### src/rtl/approx_mul_pkg.sv
// Shared types and helpers for the pipelined half-adder-array approximate multiplier.
package approx_mul_pkg;

  typedef enum logic [1:0] {
    EXACT   = 2'd0,
    OR_SUM  = 2'd1,
    CARRY_A = 2'd2,
    ELIM    = 2'd3
  } apx_mode_e;

  // apx_cols must be able to express every column 0..2*width, inclusive.
  function automatic int colw(input int width);
    return $clog2(2 * width) + 1;
  endfunction

endpackage

### src/rtl/ha_cell_apx.sv
// One half-adder cell whose sum/carry can be replaced by a cheaper approximation.
module ha_cell_apx
  import approx_mul_pkg::*;
(
  input  logic      a,
  input  logic      b,
  input  logic      apx_en,
  input  apx_mode_e mode,
  output logic      s,
  output logic      co
);

  always_comb begin
    // NOTE: exact outputs are assigned first so every path drives s/co and no latch is inferred.
    s  = a ^ b;
    co = a & b;
    if (apx_en) begin
      case (mode)
        OR_SUM:  begin s = a | b; co = 1'b0; end
        CARRY_A: begin s = 1'b0;  co = a;    end
        ELIM:    begin s = 1'b0;  co = 1'b0; end
        default: ;
      endcase
    end
  end

endmodule

### src/rtl/approx_mul_ha_pipe.sv
// Three-stage WIDTH x WIDTH approximate multiplier built from paired-row half-adder arrays,
// with an exact shadow product and saturating absolute-error statistics.
module approx_mul_ha_pipe
  import approx_mul_pkg::*;
#(
  parameter int WIDTH = 8,
  parameter int ACC_W = 32,
  parameter int COLW  = colw(WIDTH)
) (
  input  logic                 clk,
  input  logic                 rst,
  input  logic                 in_valid,
  output logic                 in_ready,
  input  logic [WIDTH-1:0]     x,
  input  logic [WIDTH-1:0]     y,
  input  logic [1:0]           mode,
  input  logic [COLW-1:0]      apx_cols,
  output logic                 out_valid,
  input  logic                 out_ready,
  output logic [2*WIDTH-1:0]   p,
  output logic [2*WIDTH-1:0]   p_exact,
  input  logic                 stats_clr,
  output logic [ACC_W-1:0]     err_acc,
  output logic [ACC_W-1:0]     sample_cnt
);

  localparam int PW = 2 * WIDTH;
  localparam int NA = WIDTH / 2;
  localparam int NC = WIDTH - 1;
  localparam int SW = ((ACC_W > PW) ? ACC_W : PW) + 1;
  localparam logic [ACC_W-1:0] ACC_MAX = '1;

  // Whole pipeline advances in lock-step; a stalled output freezes every stage.
  logic en;
  assign en       = !out_valid | out_ready;
  assign in_ready = en;

  // ---------------- S1: operands and configuration ----------------
  logic             v1_q;
  logic [WIDTH-1:0] x1_q, y1_q;
  apx_mode_e        mode1_q;
  logic [COLW-1:0]  cols1_q;

  always_ff @(posedge clk or posedge rst) begin
    // NOTE: sequential state uses non-blocking assignments so all stages sample pre-edge values.
    if (rst) begin
      v1_q    <= 1'b0;
      x1_q    <= '0;
      y1_q    <= '0;
      mode1_q <= EXACT;
      cols1_q <= '0;
    end else if (en) begin
      v1_q    <= in_valid;
      x1_q    <= x;
      y1_q    <= y;
      mode1_q <= apx_mode_e'(mode);
      cols1_q <= apx_cols;
    end
  end

  // ---------------- S1 -> S2: half-adder arrays ----------------
  logic [NA-1:0]         t0_d, bmsb_d, t0_q, bmsb_q;
  logic [NA-1:0][NC-1:0] s_d, co_d, s_q, co_q;

  for (genvar k = 0; k < NA; k++) begin : g_arr
    assign t0_d[k]   = x1_q[2*k] & y1_q[0];
    assign bmsb_d[k] = x1_q[2*k+1] & y1_q[WIDTH-1];
    for (genvar j = 0; j < NC; j++) begin : g_cell
      localparam int C = 2 * k + j + 1;
      ha_cell_apx u_cell (
        .a      (x1_q[2*k] & y1_q[j+1]),
        .b      (x1_q[2*k+1] & y1_q[j]),
        .apx_en (cols1_q > COLW'(C)),
        .mode   (mode1_q),
        .s      (s_d[k][j]),
        .co     (co_d[k][j])
      );
    end
  end

  logic          v2_q;
  logic [PW-1:0] pe2_q;

  always_ff @(posedge clk or posedge rst) begin
    // NOTE: datapath registers are reset too, so p/p_exact read 0 straight out of reset.
    if (rst) begin
      v2_q   <= 1'b0;
      t0_q   <= '0;
      bmsb_q <= '0;
      s_q    <= '0;
      co_q   <= '0;
      pe2_q  <= '0;
    end else if (en) begin
      v2_q   <= v1_q;
      t0_q   <= t0_d;
      bmsb_q <= bmsb_d;
      s_q    <= s_d;
      co_q   <= co_d;
      pe2_q  <= PW'(x1_q) * PW'(y1_q);
    end
  end

  // ---------------- S2 -> S3: weighted reduction ----------------
  logic [PW-1:0] p_d;

  always_comb begin
    p_d = '0;
    for (int k = 0; k < NA; k++) begin
      p_d = p_d + (PW'(t0_q[k]) << (2*k)) + (PW'(bmsb_q[k]) << (2*k + WIDTH));
      for (int j = 0; j < NC; j++) begin
        p_d = p_d + (PW'(s_q[k][j]) << (2*k + j + 1)) + (PW'(co_q[k][j]) << (2*k + j + 2));
      end
    end
  end

  logic          v3_q;
  logic [PW-1:0] p_q, pe3_q;

  always_ff @(posedge clk or posedge rst) begin
    if (rst) begin
      v3_q  <= 1'b0;
      p_q   <= '0;
      pe3_q <= '0;
    end else if (en) begin
      v3_q  <= v2_q;
      p_q   <= p_d;
      pe3_q <= pe2_q;
    end
  end

  assign out_valid = v3_q;
  assign p         = p_q;
  assign p_exact   = pe3_q;

  // ---------------- Error statistics ----------------
  logic             hs;
  logic [PW-1:0]    abs_err;
  logic [SW-1:0]    err_sum;
  logic [ACC_W-1:0] err_d, err_q, cnt_d, cnt_q;

  assign hs = v3_q & out_ready;

  always_comb begin
    abs_err = (pe3_q >= p_q) ? (pe3_q - p_q) : (p_q - pe3_q);
    err_sum = SW'(err_q) + SW'(abs_err);
    err_d   = err_q;
    cnt_d   = cnt_q;
    // A coincident clear discards the sample being delivered.
    if (stats_clr) begin
      err_d = '0;
      cnt_d = '0;
    end else if (hs) begin
      err_d = (err_sum > SW'(ACC_MAX)) ? ACC_MAX : err_sum[ACC_W-1:0];
      if (cnt_q != ACC_MAX) cnt_d = cnt_q + ACC_W'(1);
    end
  end

  always_ff @(posedge clk or posedge rst) begin
    if (rst) begin
      err_q <= '0;
      cnt_q <= '0;
    end else begin
      err_q <= err_d;
      cnt_q <= cnt_d;
    end
  end

  assign err_acc    = err_q;
  assign sample_cnt = cnt_q;

endmodule
### config.mk
export PLATFORM = sky130hd
export DESIGN_NAME = approx_mul_ha_pipe
export DESIGN_NICKNAME = d
export VERILOG_FILES = /design/src/rtl/approx_mul_pkg.sv /design/src/rtl/ha_cell_apx.sv /design/src/rtl/approx_mul_ha_pipe.sv
export SDC_FILE = /design/constraint.sdc
export NUM_CORES = 1
export LEC_CHECK = 0
export CAP_MARGIN = 30
export CORE_MARGIN = 2
export CORE_UTILIZATION = 30
export CTS_CLUSTER_SIZE = 24
export DETAILED_ROUTE_END_ITERATION = 7
export PLACE_DENSITY_LB_ADDON = 0.2
export REMOVE_ABC_BUFFERS = 1
export SLEW_MARGIN = 15
export SYNTH_ARGS = -nofsm -noshare
export SYNTH_HDL_FRONTEND = slang
export SYNTH_SLANG_ARGS = --single-unit
export TNS_END_PERCENT = 5
### constraint.sdc
create_clock -name clk -period 7.7 [get_ports clk]
set_clock_uncertainty 0.2 [all_clocks]
set_input_delay 0.77 -clock clk [delete_from_list [all_inputs] [get_ports clk]]
set_output_delay 0.77 -clock clk [all_outputs]
set_load 0.01 [all_outputs]
# Yosys cells after proc, flatten, opt, wreduce, memory -nomap -nowiden
# Cells that the tools add are included.
# classes
add_sub_neg	67
n_mul	1
magnitude_cmp	15
n_eq_ne	4
mux	119
n_bitwise	150
reduce_logical	6
# op_table
cell	n
$mux W32	6
$add A16 B7 Y16	7
$add A16 B8 Y16	7
$add A16 B9 Y16	7
$pmux W1 S2	56
$add A16 B10 Y16	6
$add A16 B11 Y16	6
$and A1 B1 Y1	93
$add A16 B6 Y16	5
$add A16 B12 Y16	4
$add A16 B13 Y16	4
$add A16 B5 Y16	4
$mux W1	56
$add A32 B16 Y33	1
$gt A33 B32 Y1 const B	1
$add A16 B14 Y16	2
$add A16 B15 Y16	2
$add A32 B1 Y32 const B	1
$ne A32 B32 Y1 const B	1
$sub A16 B16 Y16	2
$gt A5 B4 Y1 const B	6
$or A1 B1 Y1	29
$xor A1 B1 Y1	28
$gt A5 B3 Y1 const B	4
20 further kinds	24
# totals
regBits	202
in_bits	28
out_inout_bits	98
word_cells	384

# Longest topological paths before layout
# logic_depth
ltp_word	63
mapped_depth	22

# Hierarchy
# Synthesis repeated with hierarchy kept, for this count alone.
# hier_totals
cells_unflattened	1862
hier_area_um2	16573.4
# by_module_without_submodules
mod	instances	cells_each	area_per_inst_um2
approx_mul_ha_pipe	1	1554	14076.0
ha_cell_apx at g_arr[0].g_cell[0].u_cell ...	20	11	88.8
ha_cell_apx at g_arr[2].g_cell[6].u_cell ...	8	11	90.1

# Worst setup path before layout
# No wires, ideal clock.
# synth_path
path_kind	flip-flop to flip-flop
start	reg p_q[4] (netlist: p[4])
end	reg err_q[12] (netlist: err_acc[12])
setup_ns	0.087
t_arrival_ns	4.176
path_slack_ns	3.237
stages_incl_launch_ff	21
path_buffers	1
period_less_slack_ns	4.463
cell_sequence	dfrtp_1 inv_1 ha_1 and2_1 a221oi_1 o221ai_1 o31ai_1 o31a_1 nand2_1 o22ai_1 xnor2_1 ha_1 nand2_1 o21bai_4 a21oi_2 or2b_2 o21ai_2 or2_1 or4_4 buf_6 o211ai_1
# synth_via
elab_chain_cells	7
word_cells_on_any_way	9
# synth_lines
element	line	text
start, declared	approx_mul_ha_pipe.sv:117	logic [PW-1:0] p_q, pe3_q;
start signal, assigned	approx_mul_ha_pipe.sv:126	p_q <= p_d;
$sub A16 B16 Y16 or $ge A16 B16 Y1 (tied branches)	approx_mul_ha_pipe.sv:144	abs_err = (pe3_q >= p_q) ? (pe3_q - p_q) : (p_q - pe3_q);
$mux W16 (*)	approx_mul_ha_pipe.sv:144	
$add A32 B16 Y33 (*)	approx_mul_ha_pipe.sv:145	err_sum = SW'(err_q) + SW'(abs_err);
$gt A33 B32 Y1	approx_mul_ha_pipe.sv:153	err_d = (err_sum > SW'(ACC_MAX)) ? ACC_MAX : err_sum[ACC_W-1:0];
$mux W32 (*)	approx_mul_ha_pipe.sv:153	
$mux W32 (*)	approx_mul_ha_pipe.sv:152	end else if (hs) begin
$mux W32 (*)	approx_mul_ha_pipe.sv:149	if (stats_clr) begin
end signal, assigned	approx_mul_ha_pipe.sv:163	err_q <= err_d;
end, declared	approx_mul_ha_pipe.sv:139	logic [ACC_W-1:0] err_d, err_q, cnt_d, cnt_q;
# Every way passes the cells marked *; elsewhere a longest branch is shown, timed or not. The select of a mux whose other input is x is not followed.
# A chain may end at the register's enable or synchronous reset.

# Worst setup path after layout
# layout_path
start	reg p_q[2] (netlist: p[2])
end	reg err_q[21] (netlist: err_acc[21])
# Same word-level chain as after synthesis.

==> impl_summary.log <==
[metrics] wire per inst: 16.5 um
[metrics] Arrival @ worst endpoint: 5560 ps
[metrics] Adder-Cell Fraction of Synth Area: roughly a quarter
[metrics] Num CTS Buffers: 17
[metrics] minimum clock period: between 5000 and 6000 ps
[metrics] flip-flop and latch count after synthesis: 200
[metrics] via count of the first global-routing pass: about 12000
[metrics] Area growth syn-to-layout: 17.1%
[metrics] worst-path fanout max: 24
[metrics] placed standard-cell area: about 0.017 mm2
[metrics] HPWL after DPL: ~30 mm
[metrics] biggest area consumer among synthesized cells: dfrtp_1
[metrics] post-synthesis simple-gate area fraction: between 10% and 20%
[metrics] cell-by-cell trace of the critical path: inv_1 -> ha_1 -> nor2b_1 -> o21ai_0 -> a311oi_1 -> o21bai_1 -> a41o_1 -> mux2i_1 -> xor2_1 -> fa_1 -> a21o_1 -> a221oi_1 -> nor3_1 -> o211ai_1 -> a21oi_1 -> nand3_1 -> xor2_1 -> o21ai_0
[metrics] share of synthesized area occupied by flip-flops and latches: 33.6%
[metrics] fraction of synthesized cell area taken by the top area cell type: between 30 and 40%
[metrics] Hold Worst Slack: 271 ps
[metrics] number of DRC markers after the initial detailed-route iteration: 735
[metrics] row cnt: just over 80
[metrics] total via count in the routed design: 11544
[metrics] fraction of layout cells with a size suffix above 1: between 4 and 5%
[metrics] largest stage delay on the critical path: 750 ps
[metrics] max capacitance violation total: 0
[metrics] core area: between 0.04 and 0.05 mm2
[metrics] post-route cell area: about 0.017 mm2
[metrics] run status: finished clean
[metrics] mean instance size in the synthesized netlist: between 8 and 9 um2
[metrics] slowest cell on the critical path: a41o_1
[metrics] post-route fraction of the period consumed by the critical path: a little over two thirds
[metrics] xor and xnor area share after synthesis: roughly 4.8%
[metrics] headroom to the max-slew limit: between 40% and 50%
[metrics] number of cells upsized or downsized after cts: 0
[metrics] buffers added on ports: approximately 130
[metrics] number of instances on the worst hold path: 2
[metrics] fin nets: approximately 2000
[metrics] worst hold path endpoint: v2_q$_DFFE_PP0P_
[metrics] compound-cell area share of the yosys netlist: between 10 and 15%
[metrics] cell family with most CP delay: compound AO/OA/AOI/OAI gates
[metrics] TritonCTS clock tree: done
[metrics] worst path bufs/invs: 1
[metrics] endpoint kind of the worst setup timing path: flop
[metrics] startpoint-to-endpoint class of the critical path: reg -> reg
[metrics] ANT nets after route: 0
[metrics] overflow left after global routing: 0
[metrics] Setup Slack @ Placement: 2280 ps
[metrics] Post-CTS Hold Fix Bufs: 0
[metrics] Setup Viol. Count Final: 0
[metrics] Initial Util: between 30% and 40%
[metrics] unrepaired setup endpoints after global routing: false
[metrics] Syn Std Cell Area: about 0.015 mm2
[metrics] DRT Pass-1 Iters: 5
[metrics] first-pass GRT wire length: 64.0 mm
[metrics] largest family of logic cells by synthesized area: adder cells
[metrics] clock latency on the worst-skew pair: approximately 490 ps
[metrics] top_reg_cell synth: dfrtp_1
[metrics] length in cells of the worst reg-to-reg path: 18
[metrics] H-tree level count: 4
[metrics] number of max-slew violations in the final report: 0
[metrics] start of the worst register-to-register path: p[2]$_DFFE_PP0P_
[metrics] cell at the root of the clock tree: clkbuf_16
[metrics] total die area: between 0.05 and 0.06 mm2
[metrics] top cells by instance count after synthesis: 284 x nand2_1, 200 x dfrtp_1, 163 x ha_1
[metrics] overall global routing resource usage: between 10% and 20%
[metrics] highest attainable clock frequency: around 0.18 GHz
[metrics] CP Data Required Time: 7820 ps
[metrics] clk buf depth: 2
[metrics] drt total wl: between 40 and 50 mm
[metrics] yosys warns: 0
[metrics] count of unique library cells instantiated by Yosys: between 60 and 70
[metrics] die boundary width: roughly 230 um
[metrics] slack of the critical path: around 2300 ps
[metrics] crit path launch type: flop
[metrics] R2R Path End: err_acc[21]$_DFFE_PP0P_
[metrics] DRC violations left: 0
[metrics] final antenna diode count: 0
[metrics] count of flip-flops with a built-in enable after synthesis: 0
[metrics] Worst Max-Slew Pin Slew: about 840 ps
[metrics] final hold vios: 0
[metrics] share of synthesized flip-flops with an asynchronous set or reset: 100%
[metrics] reg2reg setup slack: 2260 ps
[metrics] maximum number of pins on one net before global-route repair: 130
[metrics] antenna violations before repair: 0
[metrics] class of the most critical hold timing path: reg -> reg
[metrics] mux cell area share after synthesis: between 1 and 1.5%
[metrics] fill count: between 5000 and 6000
[metrics] Area contributors post-synth: dfrtp_1 34%, ha_1 14%, fa_1 10%
[metrics] hold_sp: v2_q$_DFFE_PP0P_
[metrics] IO Pins: approximately 130
[metrics] gate count after technology mapping: between 1500 and 2000
[metrics] Setup Fix Bufs, Post-CTS: 0
[metrics] Via-to-Cell Ratio: between 4 and 5
[metrics] Die Y: around 230 um
[metrics] Clock Pin Slew Worst Setup and Hold Paths: about 80 ps
[metrics] Sinks on Clock Net: 200
[metrics] final estimated routing congestion in global placement: around 0.83
[metrics] top-count cell post-synth: nand2_1
[cell type report]
| class | instances | area [um2] | share of cell area (%) |
|---|---|---|---|
| flip-flops and latches | 200 | 5000 | 28.7 |
| repair buffers | 137 | 1410 | 8.08 |
| inverters | 145 | 554 | 3.18 |
| multi-input cells | 1248 | 9050 | 51.9 |
| clock inverters | 14 | 153 | 0.875 |
| well taps | 664 | 831 | 4.76 |
| clock buffers | 18 | 439 | 2.52 |
[sequential cells by signal, summed over array words and instances, names as in the netlist]
name	cells
mode1_q	2
v1_q	1
p_exact	16
sample_cnt	32
co_q	28
p	15
pe2_q	15
s_q	28
cols1_q	5
bmsb_q	4
out_valid	1
x1_q	8
t0_q	4
y1_q	8
v2_q	1
err_acc	32
[per-layer routing]
metal / global-route usage, % / wire, um / vias to the layer above
met3: 2.85 / 1450 / 34
li1: - / - / 5734
met4: 3.95 / 454 / 0
met1: 22.0 / 19200 / 5565
met5: 0 / 0 / -
met2: 26.3 / 19000 / 211
[cell usage in the layout, fill, tap and decap left out, types with 5 or more instances in the layout]
| cell | synthesis | layout |
|---|---|---|
| nand2_1 | 284 | 284 |
| dfrtp_1 | 200 | 200 |
| ha_1 | 163 | 163 |
| nor2_1 | 144 | 144 |
| inv_1 | 145 | 143 |
| clkdlybuf4s50_1 | 0 | 124 |
| o21ai_0 | 109 | 109 |
| a21oi_1 | 98 | 98 |
| fa_1 | 75 | 75 |
| xor2_1 | 44 | 44 |
| xnor2_1 | 38 | 38 |
| nand3_1 | 30 | 30 |
| a221oi_1 | 24 | 24 |
| and2_1 | 23 | 23 |
| a21o_1 | 21 | 21 |
| clkbuf_16 | 0 | 17 |
| a22oi_1 | 13 | 13 |
| nand4_1 | 12 | 12 |
| and3_1 | 12 | 12 |
| o21a_1 | 12 | 12 |
| o211ai_1 | 12 | 12 |
| o21bai_1 | 10 | 10 |
| nand2b_1 | 10 | 10 |
| mux2i_1 | 10 | 10 |
| nor3_1 | 8 | 8 |
| or3_1 | 8 | 8 |
| a31oi_1 | 8 | 8 |
| buf_4 | 2 | 8 |
| nor2b_1 | 8 | 7 |
| inv_6 | 0 | 7 |
| mux2_2 | 6 | 6 |
| and4_1 | 5 | 5 |
| a211oi_1 | 5 | 5 |
| nand3b_1 | 5 | 5 |
| o311ai_0 | 5 | 5 |
| inv_8 | 0 | 5 |
| o21ai_2 | 5 | 5 |
[cell families (layout without fill, tap and decap cells)]
logic type,Yosys count,count (layout)
simple gates,565,565
compound gates,347,347
fa+ha+maj,238,238
buf+inv,217,314
flops,200,200
xor+xnor,82,82
mux,16,16
[worst max-delay path by stage]
stage                                start                      end  slack (ps)  cells past startpoint
after global placement    p[2]$_DFFE_PP0P_  err_acc[17]$_DFFE_PP0P_        2370                     18
final                     p[2]$_DFFE_PP0P_  err_acc[21]$_DFFE_PP0P_        2260                     18
after detailed placement  p[2]$_DFFE_PP0P_  err_acc[17]$_DFFE_PP0P_        2280                     18
after CTS                 p[2]$_DFFE_PP0P_  err_acc[21]$_DFFE_PP0P_        2270                     18
after global routing      p[2]$_DFFE_PP0P_  err_acc[21]$_DFFE_PP0P_        1780                     18
after floorplan                  out_ready    pe2_q[15]$_DFFE_PP0P_       -2140                      4
[through the flow]
stage                     setup TNS (ps)  cells  util [%]
after floorplan                  -172790   1593         -
after global placement                 0   2390      34.2
after detailed placement               0   2391      34.3
after CTS                              0   2423      35.5
after global routing                   0   2426      35.6
final                                  0   2426      35.6
[worst min-delay path, delay by kind of cell (launching register included)]
family	cells	cell delay [ps]
flops	1	350
simple gates	2	100
Power is left out: the tool's default activity adds up to more than one toggle a clock period on the data nets, which glitch-free logic cannot reach.
